$ cat src/rtl/game_flow_ctrl.sv
// -----------------------------------------------------------------------------
// game_flow_ctrl
//
// Top-level game sequencer. It owns the current screen value that the
// renderer and the per-stage draw logic consume. It also runs the per-stage
// countdown, the lives counter and the timed dwell on the success screens.
//
// Parameters:
//   TICK_DIV    - clk cycles per game-second tick (>= 2)
//   STAGE_SEC   - countdown loaded on stage entry, seconds (1..127)
//   SUCCESS_SEC - dwell on SUCCESS1/SUCCESS2 before auto-advance (1..15)
//   LIVES_INIT  - lives loaded when leaving TITLE (1..3)
//
// Ports:
//   clk         - system clock
//   rst         - asynchronous, active-high reset
//   btn_start   - one-cycle start button pulse (debounced upstream)
//   btn_staff   - one-cycle staff button pulse (debounced upstream)
//   stage_clear - one-cycle pulse: player reached the unlocked door
//   player_hit  - one-cycle pulse: player touched the boss
//   state       - current screen (TITLE=0 .. SUCCESS3=7, FAIL=8)
//   time_left   - remaining stage seconds
//   lives       - remaining lives
//   state_chg   - high for the first cycle a new state value is visible
// -----------------------------------------------------------------------------
module game_flow_ctrl #(
   parameter int TICK_DIV    = 100_000_000,
   parameter int STAGE_SEC   = 60,
   parameter int SUCCESS_SEC = 3,
   parameter int LIVES_INIT  = 3
) (
   input  logic       clk,
   input  logic       rst,
   input  logic       btn_start,
   input  logic       btn_staff,
   input  logic       stage_clear,
   input  logic       player_hit,
   output logic [3:0] state,
   output logic [6:0] time_left,
   output logic [1:0] lives,
   output logic       state_chg
);

   typedef enum logic [3:0] {
      S_TITLE    = 4'd0,
      S_STAFF    = 4'd1,
      S_STAGE1   = 4'd2,
      S_SUCCESS1 = 4'd3,
      S_STAGE2   = 4'd4,
      S_SUCCESS2 = 4'd5,
      S_STAGE3   = 4'd6,
      S_SUCCESS3 = 4'd7,
      S_FAIL     = 4'd8
   } state_t;

   localparam int             PW         = $clog2(TICK_DIV);
   localparam logic [PW-1:0]  PRESC_LAST = PW'(TICK_DIV - 1);
   localparam logic [6:0]     TIME_LOAD  = 7'(STAGE_SEC);
   localparam logic [3:0]     DWELL_DONE = 4'(SUCCESS_SEC);
   localparam logic [1:0]     LIVES_LOAD = 2'(LIVES_INIT);

   // The state register is kept as raw bits rather than the enum type so that
   // an upset into an unused encoding (9..15) is representable and recovered.
   logic [3:0]    cur_state;
   logic [PW-1:0] presc;
   logic [3:0]    dwell;

   state_t        next_state;
   logic [6:0]    next_time;
   logic [1:0]    next_lives;
   logic [3:0]    next_dwell;
   logic [PW-1:0] next_presc;
   logic          sec_tick;
   logic          state_change;
   logic          lives_out;
   logic          time_out;

   // Index of the screen that follows a stage or success screen.
   function automatic state_t step_state(input logic [3:0] s);
      return state_t'(s + 4'd1);
   endfunction

   assign state = cur_state;

   // Game-second prescaler: terminal count produces sec_tick and wraps.
   always_comb begin
      sec_tick = (presc == PRESC_LAST);
      if (sec_tick) begin
         next_presc = '0;
      end else begin
         next_presc = presc + PW'(1);
      end
   end

   // Next-state, countdown, lives and dwell decisions.
   always_comb begin
      next_state = state_t'(cur_state);
      next_time  = time_left;
      next_lives = lives;
      next_dwell = dwell;
      lives_out  = 1'b0;
      time_out   = 1'b0;

      case (cur_state)
         S_TITLE: begin
            // Start wins over staff when both arrive together.
            if (btn_start) begin
               next_state = S_STAGE1;
               next_time  = TIME_LOAD;
               next_lives = LIVES_LOAD;
            end else if (btn_staff) begin
               next_state = S_STAFF;
            end else begin
               next_state = S_TITLE;
            end
         end

         S_STAFF: begin
            if (btn_start || btn_staff) begin
               next_state = S_TITLE;
               next_time  = 7'd0;
               next_lives = 2'd0;
            end else begin
               next_state = S_STAFF;
            end
         end

         S_STAGE1, S_STAGE2, S_STAGE3: begin
            // A clear freezes time and lives even if a hit or timeout
            // lands in the same cycle.
            if (stage_clear) begin
               next_state = step_state(cur_state);
            end else begin
               // Hit and timeout are evaluated independently so both
               // decrements apply when they coincide.
               if (player_hit) begin
                  if (lives <= 2'd1) begin
                     next_lives = 2'd0;
                     lives_out  = 1'b1;
                  end else begin
                     next_lives = lives - 2'd1;
                  end
               end else begin
                  next_lives = lives;
               end

               if (sec_tick) begin
                  if (time_left <= 7'd1) begin
                     next_time = 7'd0;
                     time_out  = 1'b1;
                  end else begin
                     next_time = time_left - 7'd1;
                  end
               end else begin
                  next_time = time_left;
               end

               if (lives_out || time_out) begin
                  next_state = S_FAIL;
               end else begin
                  next_state = state_t'(cur_state);
               end
            end
         end

         S_SUCCESS1, S_SUCCESS2: begin
            // Start skips the remaining dwell; otherwise the dwell counts
            // seconds until it reaches the configured value.
            if (btn_start || (sec_tick && ((dwell + 4'd1) == DWELL_DONE))) begin
               next_state = step_state(cur_state);
               next_time  = TIME_LOAD;
            end else if (sec_tick) begin
               next_dwell = dwell + 4'd1;
            end else begin
               next_dwell = dwell;
            end
         end

         S_SUCCESS3, S_FAIL: begin
            if (btn_start) begin
               next_state = S_TITLE;
               next_time  = 7'd0;
               next_lives = 2'd0;
            end else begin
               next_state = state_t'(cur_state);
            end
         end

         default: begin
            // Unused encodings fall back to the title screen.
            next_state = S_TITLE;
            next_time  = 7'd0;
            next_lives = 2'd0;
            next_dwell = 4'd0;
         end
      endcase

      state_change = (4'(next_state) != cur_state);
   end

   // Registered state, counters and outputs; async reset abandons all progress.
   always_ff @(posedge clk or posedge rst) begin
      if (rst) begin
         cur_state <= 4'(S_TITLE);
         time_left <= 7'd0;
         lives     <= 2'd0;
         state_chg <= 1'b0;
         presc     <= '0;
         dwell     <= 4'd0;
      end else begin
         cur_state <= 4'(next_state);
         time_left <= next_time;
         lives     <= next_lives;
         state_chg <= state_change;
         // Every transition restarts the second and the dwell so the first
         // tick in a new screen comes a full TICK_DIV cycles after entry.
         if (state_change) begin
            presc <= '0;
            dwell <= 4'd0;
         end else begin
            presc <= next_presc;
            dwell <= next_dwell;
         end
      end
   end

endmodule

$ cat config.mk
export PLATFORM = sky130hd
export DESIGN_NAME = game_flow_ctrl
export DESIGN_NICKNAME = d
export VERILOG_FILES = /design/src/rtl/game_flow_ctrl.sv
export SDC_FILE = /design/constraint.sdc
export NUM_CORES = 1
export LEC_CHECK = 0
export CORE_MARGIN = 4
export CORE_UTILIZATION = 40
export CTS_CLUSTER_DIAMETER = 50
export CTS_CLUSTER_SIZE = 30
export DETAILED_ROUTE_END_ITERATION = 16
export SKIP_LAST_GASP = 1
export SYNTH_ARGS = -nofsm -noshare
export SYNTH_HDL_FRONTEND = slang
export SYNTH_SLANG_ARGS = --single-unit
export TNS_END_PERCENT = 5
$ cat constraint.sdc
create_clock -name clk -period 2.8 [get_ports clk]
set_input_delay 0.56 -clock clk [delete_from_list [all_inputs] [get_ports clk]]
set_output_delay 0.56 -clock clk [all_outputs]
set_load 0.005 [all_outputs]
==> results.tsv, run 1 <==
stage	metric	value	unit
finish	Antenna diodes	0	
cts	CTS Buf Count	5	
critical_path	Worst setup SP type	register	
logic_synthesis	Mapped Nets	364	
logic_synthesis	Avg Inst Size Synth	8.85	um2
timing	Fmax	383	MHz
critical_path	max incr delay on CP	0.44	ns
power_and_ir_drop	Pwr Total	0.00284	W
grt	antenna violations before repair	0	
logic_synthesis	Yosys reg bits	45	
logic_synthesis	fraction of registers with async set/reset	100	%
grt	vias in the first global route	2725	
status	status	finished, final reports clean	
logic_synthesis	most frequent cell after synthesis	dfrtp_1	
floorplan	die area	0.00919	mm2
critical_path	r2r setup slk	0.19	ns
critical_path	WS Path Type	reg2reg	
logic_synthesis	xor/xnor share of the synthesized area	6.52	%
logic_synthesis	Synth area leaders	dfrtp_1, nor4_1, nand3_1	
finish	register area	0.00113	mm2
timing	min setup slack post-route	0.190	ns
logic_synthesis	main flop type after synthesis	dfrtp_1	
logic_synthesis	largest family of logic cells by synthesized area	simple AND/OR/NAND/NOR gates	
floorplan	IO Pins	20	
logic_synthesis	Mapped Cells	349	
finish	share of cells above drive strength 1	14.2	%
detailed_routing	antenna-violating nets left	0	
critical_path	CP max stage cell	dfrtp_1	
critical_path	Crit. End Element	register	
critical_path	worst reg2reg path startpoint	state[1]	
timing	Worst-Margin Slew	0.724	ns
detailed_routing	via count	2843	
critical_path	Critical Path AT	2.81	ns
detailed_routing	initial DRC count	147	
logic_synthesis	post-synthesis mux area share	1.01	%
floorplan	Initial Utilization	41.9	%
logic_synthesis	synth warn	0	
grt	grt ovf	0	
power_and_ir_drop	VDD IR max	488	uV
logic_synthesis	area share of fa/ha/maj cells after synthesis	3.65	%
floorplan	site row count	31	
timing	Hold WS	0.490	ns
grt	largest net degree at the start of global routing	33	
power_and_ir_drop	Power per Cell Area	781	mW/mm2
finish	nets@finish	402	
grt	first-pass GRT wire length	13400	um
detailed_routing	First-pass DRT Iterations	4	
run	Max-Cap Viols	0	
detailed_routing	WL final	7700	um
finish	fillcell total	721	
timing	RSZ-0062 raised after global routing	yes	
cts	Clock Path Buffers	2	
floorplan	die span in y	95.9	um
timing	setup TNS	0	ns
detailed_routing	Routed WL per cell	15.8	um
critical_path	CP Max Fanout	32	
placed_design	DP HPWL	5750	um
timing	fin crit share	93.2	%
logic_synthesis	cell taking the most area after synthesis	dfrtp_1	
logic_synthesis	mapped cell area	0.00309	mm2
placed_design	RD Place Congestion	0.879	
detailed_routing	DRC	0	
finish	Layout area overhead	17.8	%
critical_path	CP Cell Sequence	inv_1 > ha_1 > mux2i_2 > nor2_1 > a222oi_1 > o2111a_1 > o211ai_2 > buf_12 > or3_1	
cts	clock sinks	45	
timing	final count of negative-setup-slack endpoints	0	
power_and_ir_drop	Pleak	1.45	nW
grt	met1 Use GR	26.8	%
critical_path	r2r endpoint	state_chg	
cts	hold-fix buffers at CTS	0	
timing	max-slew violations	0	
grt	all-layer global routing usage	18.6	%
logic_synthesis	top-area cell type share of the netlist area	36.5	%
cts	Clock Pin Slew Worst Setup and Hold Paths	0.09	ns
timing	Tmin final	2.61	ns
logic_synthesis	Synth Area in Simple Gates	31.0	%
detailed_routing	Via-to-Cell Ratio	5.84	
cts	clk root buf	clkbuf_8	
floorplan	CORE AREA	0.00737	mm2
timing	final hold vios	0	
critical_path	Req. time, crit path	3.00	ns
grt	Most Used Layer, Global Route	met2	
floorplan	Die Span X	95.9	um
cts	H-tree Lvls	2	
hold_path	min-delay worst type	in2async	
timing	slew margin rel.	51.1	%
grt	met2 GRT Util	28.6	%
logic_synthesis	most common library cells after synthesis	dfrtp_1, nand3_1, nor3_1	
cts	worst skew pair latency	0.31	ns
logic_synthesis	Post-synth EDFFs	0	
logic_synthesis	sequential-to-total area share from yosys stat	36.5	%
placed_design	Place WS	0.0817	ns
finish	area of the multi-input gates	0.00181	mm2
cts	CTS tree	yes	
logic_synthesis	complex-gate fraction of the synthesized area	16.4	%
critical_path	Reg2Reg Depth	9	
placed_design	IO buf count	19	
logic_synthesis	Synth cell types	65	
timing	final setup skew	0.0125	ns
grt	met3 usage	3.52	%
## area by class of cell
| cell class | count | area share (%) |
|---|---|---|
| inverters | 17 | 1.75 |
| repair buffers | 47 | 11.7 |
| multi-input cells | 271 | 49.8 |
| clock inverters | 3 | 0.481 |
| clock buffers | 5 | 1.89 |
| flip-flops and latches | 45 | 30.9 |
| well taps | 99 | 3.40 |
## layout by cell type, fill, tap and decap left out, types with 15 or more instances in the layout
cell             Yosys  final
nor3_1              27     27
o21ai_0             23     22
a21oi_1             15     15
buf_4                0     26
nor4_1              24     24
inv_1               17     16
dfrtp_1             45     45
nand3_1             28     28
clkdlybuf4s50_1      0     19
nor2_1              16     16
## metal layers
layer | up-vias | wire [um]
li1 | 1412 | -
met1 | 1373 | 3820
met2 | 51 | 3500
met5 | - | 0
met4 | 0 | 101
met3 | 7 | 275
## per-stage QoR
| step | std cells | util, % | instance area [um2] |
|---|---|---|---|
| after global routing | 487 | 49.4 | 3640 |
| after global placement | 478 | 47.9 | 3530 |
| after detailed placement | 478 | 47.9 | 3530 |
| final | 487 | 49.4 | 3640 |
| after floorplan | 349 | - | 3090 |
| after CTS | 486 | 49.1 | 3620 |
## state kept, by name, indices dropped and copies added (netlist names)
name	cells
dwell	4
lives	2
presc	27
state	4
state_chg	1
time_left	7
## worst max path at each step
stage | start | to | cells after the start
global route | state[0] | state_chg | 9
global placement | btn_staff | state_chg | 7
floorplan | state[0] | presc[10] | 9
finish | state[1] | state_chg | 9
CTS | state[1] | state_chg | 9
detailed placement | btn_staff | presc[16] | 7
## critical path: cells and delay by family, from the launching register on
kind            cells  cell delay, ns
buf+inv             2            0.28
compound gates      3            0.80
flops               1            0.44
fa+ha+maj           1            0.25
mux                 1            0.30
simple gates        2            0.43
## logic make-up after synthesis
kind of cell / count (synthesis)
compound gates: 74
xor+xnor: 23
fa+ha+maj: 9
buf+inv: 33
flops: 45
mux: 3
simple gates: 162
## what timing repair did
| item | CTS | global route |
|---|---|---|
| gates resized for setup | 0 | 2 |
| setup endpoints to repair | 0 | 30 |
| buffers inserted | 0 | 1 |
## report_power, final
group	internal (W)	switching, W	total (W)
registers	0.000751	0.000107	0.000858
clock network	0.000173	0.000232	0.000404
logic	0.000666	0.000914	0.00158
total	0.00159	0.00125	0.00284
Power figures use the tool's default switching activity.
==> run 2: changes to the inputs <==
--- a/config.mk
+++ b/config.mk
@@ -5,7 +5,6 @@
 export SDC_FILE = /design/constraint.sdc
 export NUM_CORES = 1
 export LEC_CHECK = 0
-export CORE_MARGIN = 4
 export CORE_UTILIZATION = 40
 export CTS_CLUSTER_DIAMETER = 50
 export CTS_CLUSTER_SIZE = 30
==> run 2 against run 1 <==
Worst hold slack lost 0.0065 ns. Critical path type unchanged. Clock power increased by 26%. Clock skew down 0.00068 ns. Fmax shrank 2.9%. Total power up 1.9%. Non-clock buffer count down 3. Die area is 12% lower. Register-to-register slack worse by 0.08 ns. First-iteration DRC count grew 50%. Highest routed layer unchanged. Wire length shrank 0.82%. Critical path depth unchanged.
==> results.tsv, run 2 (synthesized netlist as in run 1, its figures left out) <==
stage	metric	value	unit
status	status	finished, final reports clean	
power_and_ir_drop	Internal	0.00165	W
critical_path	WS Path Type	reg2reg	
power_and_ir_drop	switching power	0.00125	W
timing	Tmin final	2.69	ns
power_and_ir_drop	register share of total power	29.7	%
detailed_routing	antenna-violating nets left	0	
finish	Layout area overhead	17.5	%
cts	CTS tree	yes	
critical_path	Critical Path AT	2.87	ns
detailed_routing	Routed WL per cell	15.8	um
timing	fin crit share	96.0	%
detailed_routing	First-pass DRT Iterations	4	
critical_path	r2r endpoint	presc[25]	
critical_path	crit path launch	state[0]	
detailed_routing	met2 WL	3580	um
cts	clock sinks	45	
timing	RSZ-0062 raised after global routing	yes	
cts	CTS Buf Count	5	
cts	H-tree Lvls	2	
critical_path	CP Max Fanout	32	
critical_path	Crit. End Element	register	
grt	largest net degree at the start of global routing	33	
floorplan	Die Span X	89.9	um
finish	Antenna diodes	0	
run	Max-Cap Viols	0	
floorplan	Initial Utilization	41.9	%
critical_path	Bufs and invs on worst path	2	
detailed_routing	WL met1	3690	um
detailed_routing	WL final	7640	um
finish	share of cells above drive strength 1	13.2	%
critical_path	Worst setup SP type	register	
floorplan	die area	0.00808	mm2
critical_path	r2r setup slk	0.11	ns
timing	final count of negative-setup-slack endpoints	0	
finish	max reg flops	27	
cts	clk root buf	clkbuf_8	
grt	first-pass GRT wire length	13400	um
critical_path	Req. time, crit path	2.98	ns
timing	slew margin rel.	51.6	%
critical_path	CP Cell Sequence	inv_1 > ha_1 > a21oi_1 > nor3b_1 > a222oi_1 > o2111a_1 > o211ai_2 > buf_12 > nor4_1	
placed_design	IO buf count	19	
floorplan	site row count	31	
finish	commonest non-fill, non-tap cells in the layout	dfrtp_1, nand3_1, nor3_1, nor4_1, buf_4	
floorplan	die span in y	89.9	um
timing	final hold vios	0	
power_and_ir_drop	Power per Cell Area	798	mW/mm2
power_and_ir_drop	clock power share	17.6	%
cts	hold-fix buffers at CTS	0	
detailed_routing	initial DRC count	220	
power_and_ir_drop	Pwr Total	0.00290	W
critical_path	max incr delay on CP	0.55	ns
cts	worst skew pair latency	0.31	ns
grt	vias in the first global route	2695	
timing	Fmax	372	MHz
hold_path	min-delay worst type	in2async	
grt	antenna violations before repair	0	
timing	Worst-Margin Slew	0.717	ns
finish	nets@finish	399	
finish	commonest non-fill, non-tap cell in the layout	dfrtp_1	
power_and_ir_drop	VDD IR max	345	uV
grt	grt ovf	0	
power_and_ir_drop	Pleak	1.44	nW
critical_path	Reg2Reg Depth	9	
timing	final setup skew	0.0118	ns
timing	max-slew violations	0	
power_and_ir_drop	Gate power share	52.7	%
floorplan	IO Pins	20	
finish	fillcell total	715	
detailed_routing	top layer in use	met4	
floorplan	CORE AREA	0.00737	mm2
grt	all-layer global routing usage	20.1	%
detailed_routing	Via-to-Cell Ratio	5.85	
placed_design	RD Place Congestion	0.818	
placed_design	DP HPWL	5650	um
power_and_ir_drop	Sw Share	43.0	%
cts	Clock Path Buffers	2	
finish	Core Util, Final	49.3	%
finish	Largest regs	presc (27), time_left (7)	
finish	Top reg by flops	presc	
detailed_routing	met3 WL	296	um
critical_path	Top Family by Delay on Critical Path	compound AO/OA/AOI/OAI gates	
critical_path	CP max stage cell	a222oi_1	
finish	register area	0.00113	mm2
detailed_routing	DRC	0	
detailed_routing	via count	2831	
critical_path	worst reg2reg path startpoint	state[0]	
finish	area of the multi-input gates	0.00181	mm2
cts	Clock Pin Slew Worst Setup and Hold Paths	0.10	ns
timing	Hold WS	0.483	ns
==> run 2: what timing repair did <==
action / CTS / global route
setup endpoints to repair: 0 / 13
gates resized for setup: 0 / 1
hold endpoints to repair: 0 / 0
buffers inserted: 0 / 0
==> run 2: metal layers <==
metal	GRT usage (%)	up-vias
met2	31.8	65
met1	28.9	1368
met3	2.88	6
met4	4.97	0
met5	0	-
li1	-	1392
==> run 2: how the worst max path moves through the flow <==
stage                     slack, ns        end  depth (start not counted)
after floorplan                0.19  presc[10]                          9
after global placement         0.05  presc[25]                          7
after detailed placement        0.1  presc[25]                          7
after CTS                      0.13  presc[25]                          9
after global routing          -0.05  presc[25]                          9
final                          0.11  presc[25]                          9
==> run 2: final cells by class <==
cell class / instances / area share [%]
multi-input cells: 271 / 49.9
flip-flops and latches: 45 / 31.0
repair buffers: 44 / 10.8
well taps: 99 / 3.41
clock buffers: 5 / 1.90
inverters: 17 / 1.76
clock inverters: 3 / 1.28
==> run 2: through the flow <==
step / setup TNS [ns] / area (um2) / std cells / setup WS, ns
2_1_floorplan: 0 / 3090 / 349 / 0.189
3_3_place_gp: 0 / 3510 / 476 / 0.0506
3_5_place_dp: 0 / 3510 / 476 / 0.0988
4_1_cts: 0 / 3630 / 484 / 0.135
5_1_grt: -0.181 / 3630 / 484 / -0.0499
6_report: 0 / 3630 / 484 / 0.112
==> run 2: power groups by stage <==
| stage | registers [W] | clock network (W) | logic [W] |
|---|---|---|---|
| 6_report | 0.000860 | 0.000509 | 0.00153 |
| 3_3_place_gp | 0.000868 | 0 | 0.00152 |
| 2_1_floorplan | 0.000866 | 0 | 0.000959 |
| 3_5_place_dp | 0.000873 | 0 | 0.00151 |
| 4_1_cts | 0.000860 | 0.000523 | 0.00152 |
| 5_1_grt | 0.000879 | 0.000549 | 0.00169 |
==> RTL edit: new RTL, flow settings as in run 1 <==
Register the output `time_left` once more, with the module's reset; this adds one clock of latency there. The other outputs are not delayed to match.
--- a/src/rtl/game_flow_ctrl.sv
+++ b/src/rtl/game_flow_ctrl.sv
@@ -61,2 +61,4 @@
 
+   logic [6:0] time_left_s0;
+
    // The state register is kept as raw bits rather than the enum type so that
@@ -97,3 +99,3 @@
       next_state = state_t'(cur_state);
-      next_time  = time_left;
+      next_time  = time_left_s0;
       next_lives = lives;
@@ -147,3 +149,3 @@
                if (sec_tick) begin
-                  if (time_left <= 7'd1) begin
+                  if (time_left_s0 <= 7'd1) begin
                      next_time = 7'd0;
@@ -151,6 +153,6 @@
                   end else begin
-                     next_time = time_left - 7'd1;
+                     next_time = time_left_s0 - 7'd1;
                   end
                end else begin
-                  next_time = time_left;
+                  next_time = time_left_s0;
                end
@@ -204,3 +206,3 @@
          cur_state <= 4'(S_TITLE);
-         time_left <= 7'd0;
+         time_left_s0 <= 7'd0;
          lives     <= 2'd0;
@@ -211,3 +213,3 @@
          cur_state <= 4'(next_state);
-         time_left <= next_time;
+         time_left_s0 <= next_time;
          lives     <= next_lives;
@@ -226,2 +228,10 @@
 
+   always_ff @(posedge clk or posedge rst) begin
+      if (rst) begin
+         time_left <= '0;
+      end else begin
+         time_left <= time_left_s0;
+      end
+   end
+
 endmodule
Formal check against the unedited RTL: not equivalent (Yosys sat finds a counterexample within 4 cycles, from zero or initial values and one cycle with rst high).
==> RTL edit against run 1 <==
  * Largest cell class unchanged
  * Clock power grew 9.2%
  * Sequential cell count grew 7
  * Synthesized area increased by 6.4%
  * Highest routed layer unchanged
  * Cell count rose by 2.7%
  * Combinational power up 29%
  * Total power is 22% higher
  * Worst setup slack got worse by 0.13 ns
  * Wire length decreased by 1.5%
  * Design area is 14% higher
==> RTL edit: results (changes against run 1) <==
setup_path:
  crit_arrival_ns: 2.94  # +0.13 ns
  r2r_start: "presc[19]"
  cpLargestDelayFamily: "simple AND/OR/NAND/NOR gates"
  r2r_slack_ns: 0.06  # -0.13 ns
  critical_path.slowest_cell: "or4_4"
  worst-path-max-fanout: 8  # -75%
  r2r-end: "dwell[3]"
final_layout:
  largestRegisters: "presc (27), time_left (7), time_left_s0 (7)"
  layoutNonFillerInstCount: 500  # +2.7%
  drive_gt1_frac: 0.2965  # +0.1547
timing:
  whs_ns: 0.4196  # -0.07009 ns
  fin_skew_ns: 0.004540  # -0.007958 ns
  relSlewSlack: 0.5153  # +0.004132
status:
  outcome: "finished, final reports clean"
worst_hold_path:
  hold_class: "flop to flop"
  whs_endpoint: "time_left[5]"
synth:
  yosysSeqAreaShare: 0.3957  # +0.03122
  synthDistinctLibCells: 63  # -3.1%
  syn_nets: 352  # -3.3%
  synth_common_cells: "dfrtp_1, nor2_1, nand2_1"
grt:
  met2_usage: 0.2356  # -0.05048
  gr-usage-met1: 0.2107  # -0.05779
  grt_pass1_wl_microns: 12340  # -8.1%
  grtUsageMet3: 0.02831  # -0.006875
  grt_max_degree: 53  # +61%
placement:
  dpl.hpwl_microns: 5187  # -9.8%
  place.gp.congestion: 0.8893  # +1.2%
  placed_cell_area_sq_um: 3846  # +9.0%
  numPlacedInstances: 487  # +1.9%
power_and_ir_drop:
  p_int_uw: 2040  # +28%
  p_leak_uw: 0.001633  # +13%
detailed_routing:
  drtIter0Drc: 187  # +27%
[RTL edit: changes by cell type after synthesis, moves of 5 or more]
cell      before  now
o21ai_0       23   18
nand3b_1       6    1
nor3_1        27   10
nor3_2         0   10
nor4_2         0   10
dfrtp_1       45   52
nor2_1        16   29
nand3_1       28   16
xnor2_1       12   18
nor4_1        24    8
nand2_1       13   25
[RTL edit: through the flow]
step | setup TNS (ns) | setup slack (ns) | total power (uW)
finish | 0 | 0.05518 | 3456
CTS | 0 | 0.0001059 | 3161
global route | -1.625 | -0.06193 | 3701
floorplan | 0 | 0.008467 | 2236
detailed placement | -5.737 | -0.2908 | 2674
global placement | -4.419 | -0.1954 | 2646
[RTL edit: power groups by stage]
| stage | clock [uW] | combinational (uW) | sequential, uW |
|---|---|---|---|
| floorplan | 0 | 1240 | 1000 |
| global placement | 0 | 1660 | 988 |
| detailed placement | 0 | 1680 | 991 |
| CTS | 466 | 1720 | 976 |
| global route | 498 | 2210 | 997 |
| finish | 441 | 2040 | 978 |
[RTL edit: logic make-up after synthesis]
family                     Yosys count  synth area share
muxes                                2          0.009893
AOI/OAI and AO/OA                   62            0.1328
DFF                                 52            0.3957
and+or+nand+nor                    155            0.3014
adders and majority gates            9           0.03425
buffers and inverters               32           0.05936
xor gates and xnor gates            25           0.06659
[RTL edit: worst max-delay path by stage]
stage,cells after the start,slack (ns),start,to
4_1_cts,9,0.0001,presc[9],dwell[1]
3_3_place_gp,8,-0.20,stage_clear,presc[5]
5_1_grt,11,-0.06,presc[11],presc[0]
6_report,9,0.06,presc[19],dwell[3]
2_1_floorplan,11,0.008,state[0],presc[13]
3_5_place_dp,8,-0.29,stage_clear,presc[8]
[RTL edit: routing by layer]
layer	routed length, microns	part of all wire
met1	3756	0.50
met2	3527	0.47
met3	193	0.025
met4	105	0.014
met5	0	0
[RTL edit: what timing repair did]
| item | 4_1_cts | 5_1_grt |
|---|---|---|
| endpoints found under the hold margin | 0 | 0 |
| resized for setup | 5 | 23 |
| setup buffers | 0 | 2 |
| endpoints found under the setup margin | 25 | 30 |
| cloned | 0 | 3 |
| pin swaps | 1 | 7 |
[RTL edit: layout make-up]
type / count / area (sq um)
Timing Repair Buffer: 69 / 665.6
Inverter: 16 / 60.06
Multi-Input combinational cell: 253 / 1903
Clock inverter: 1 / 7.507
Sequential cell: 52 / 1301
Tap cell: 102 / 127.6
Fill cell: 710 / 3696
Clock buffer: 7 / 86.33
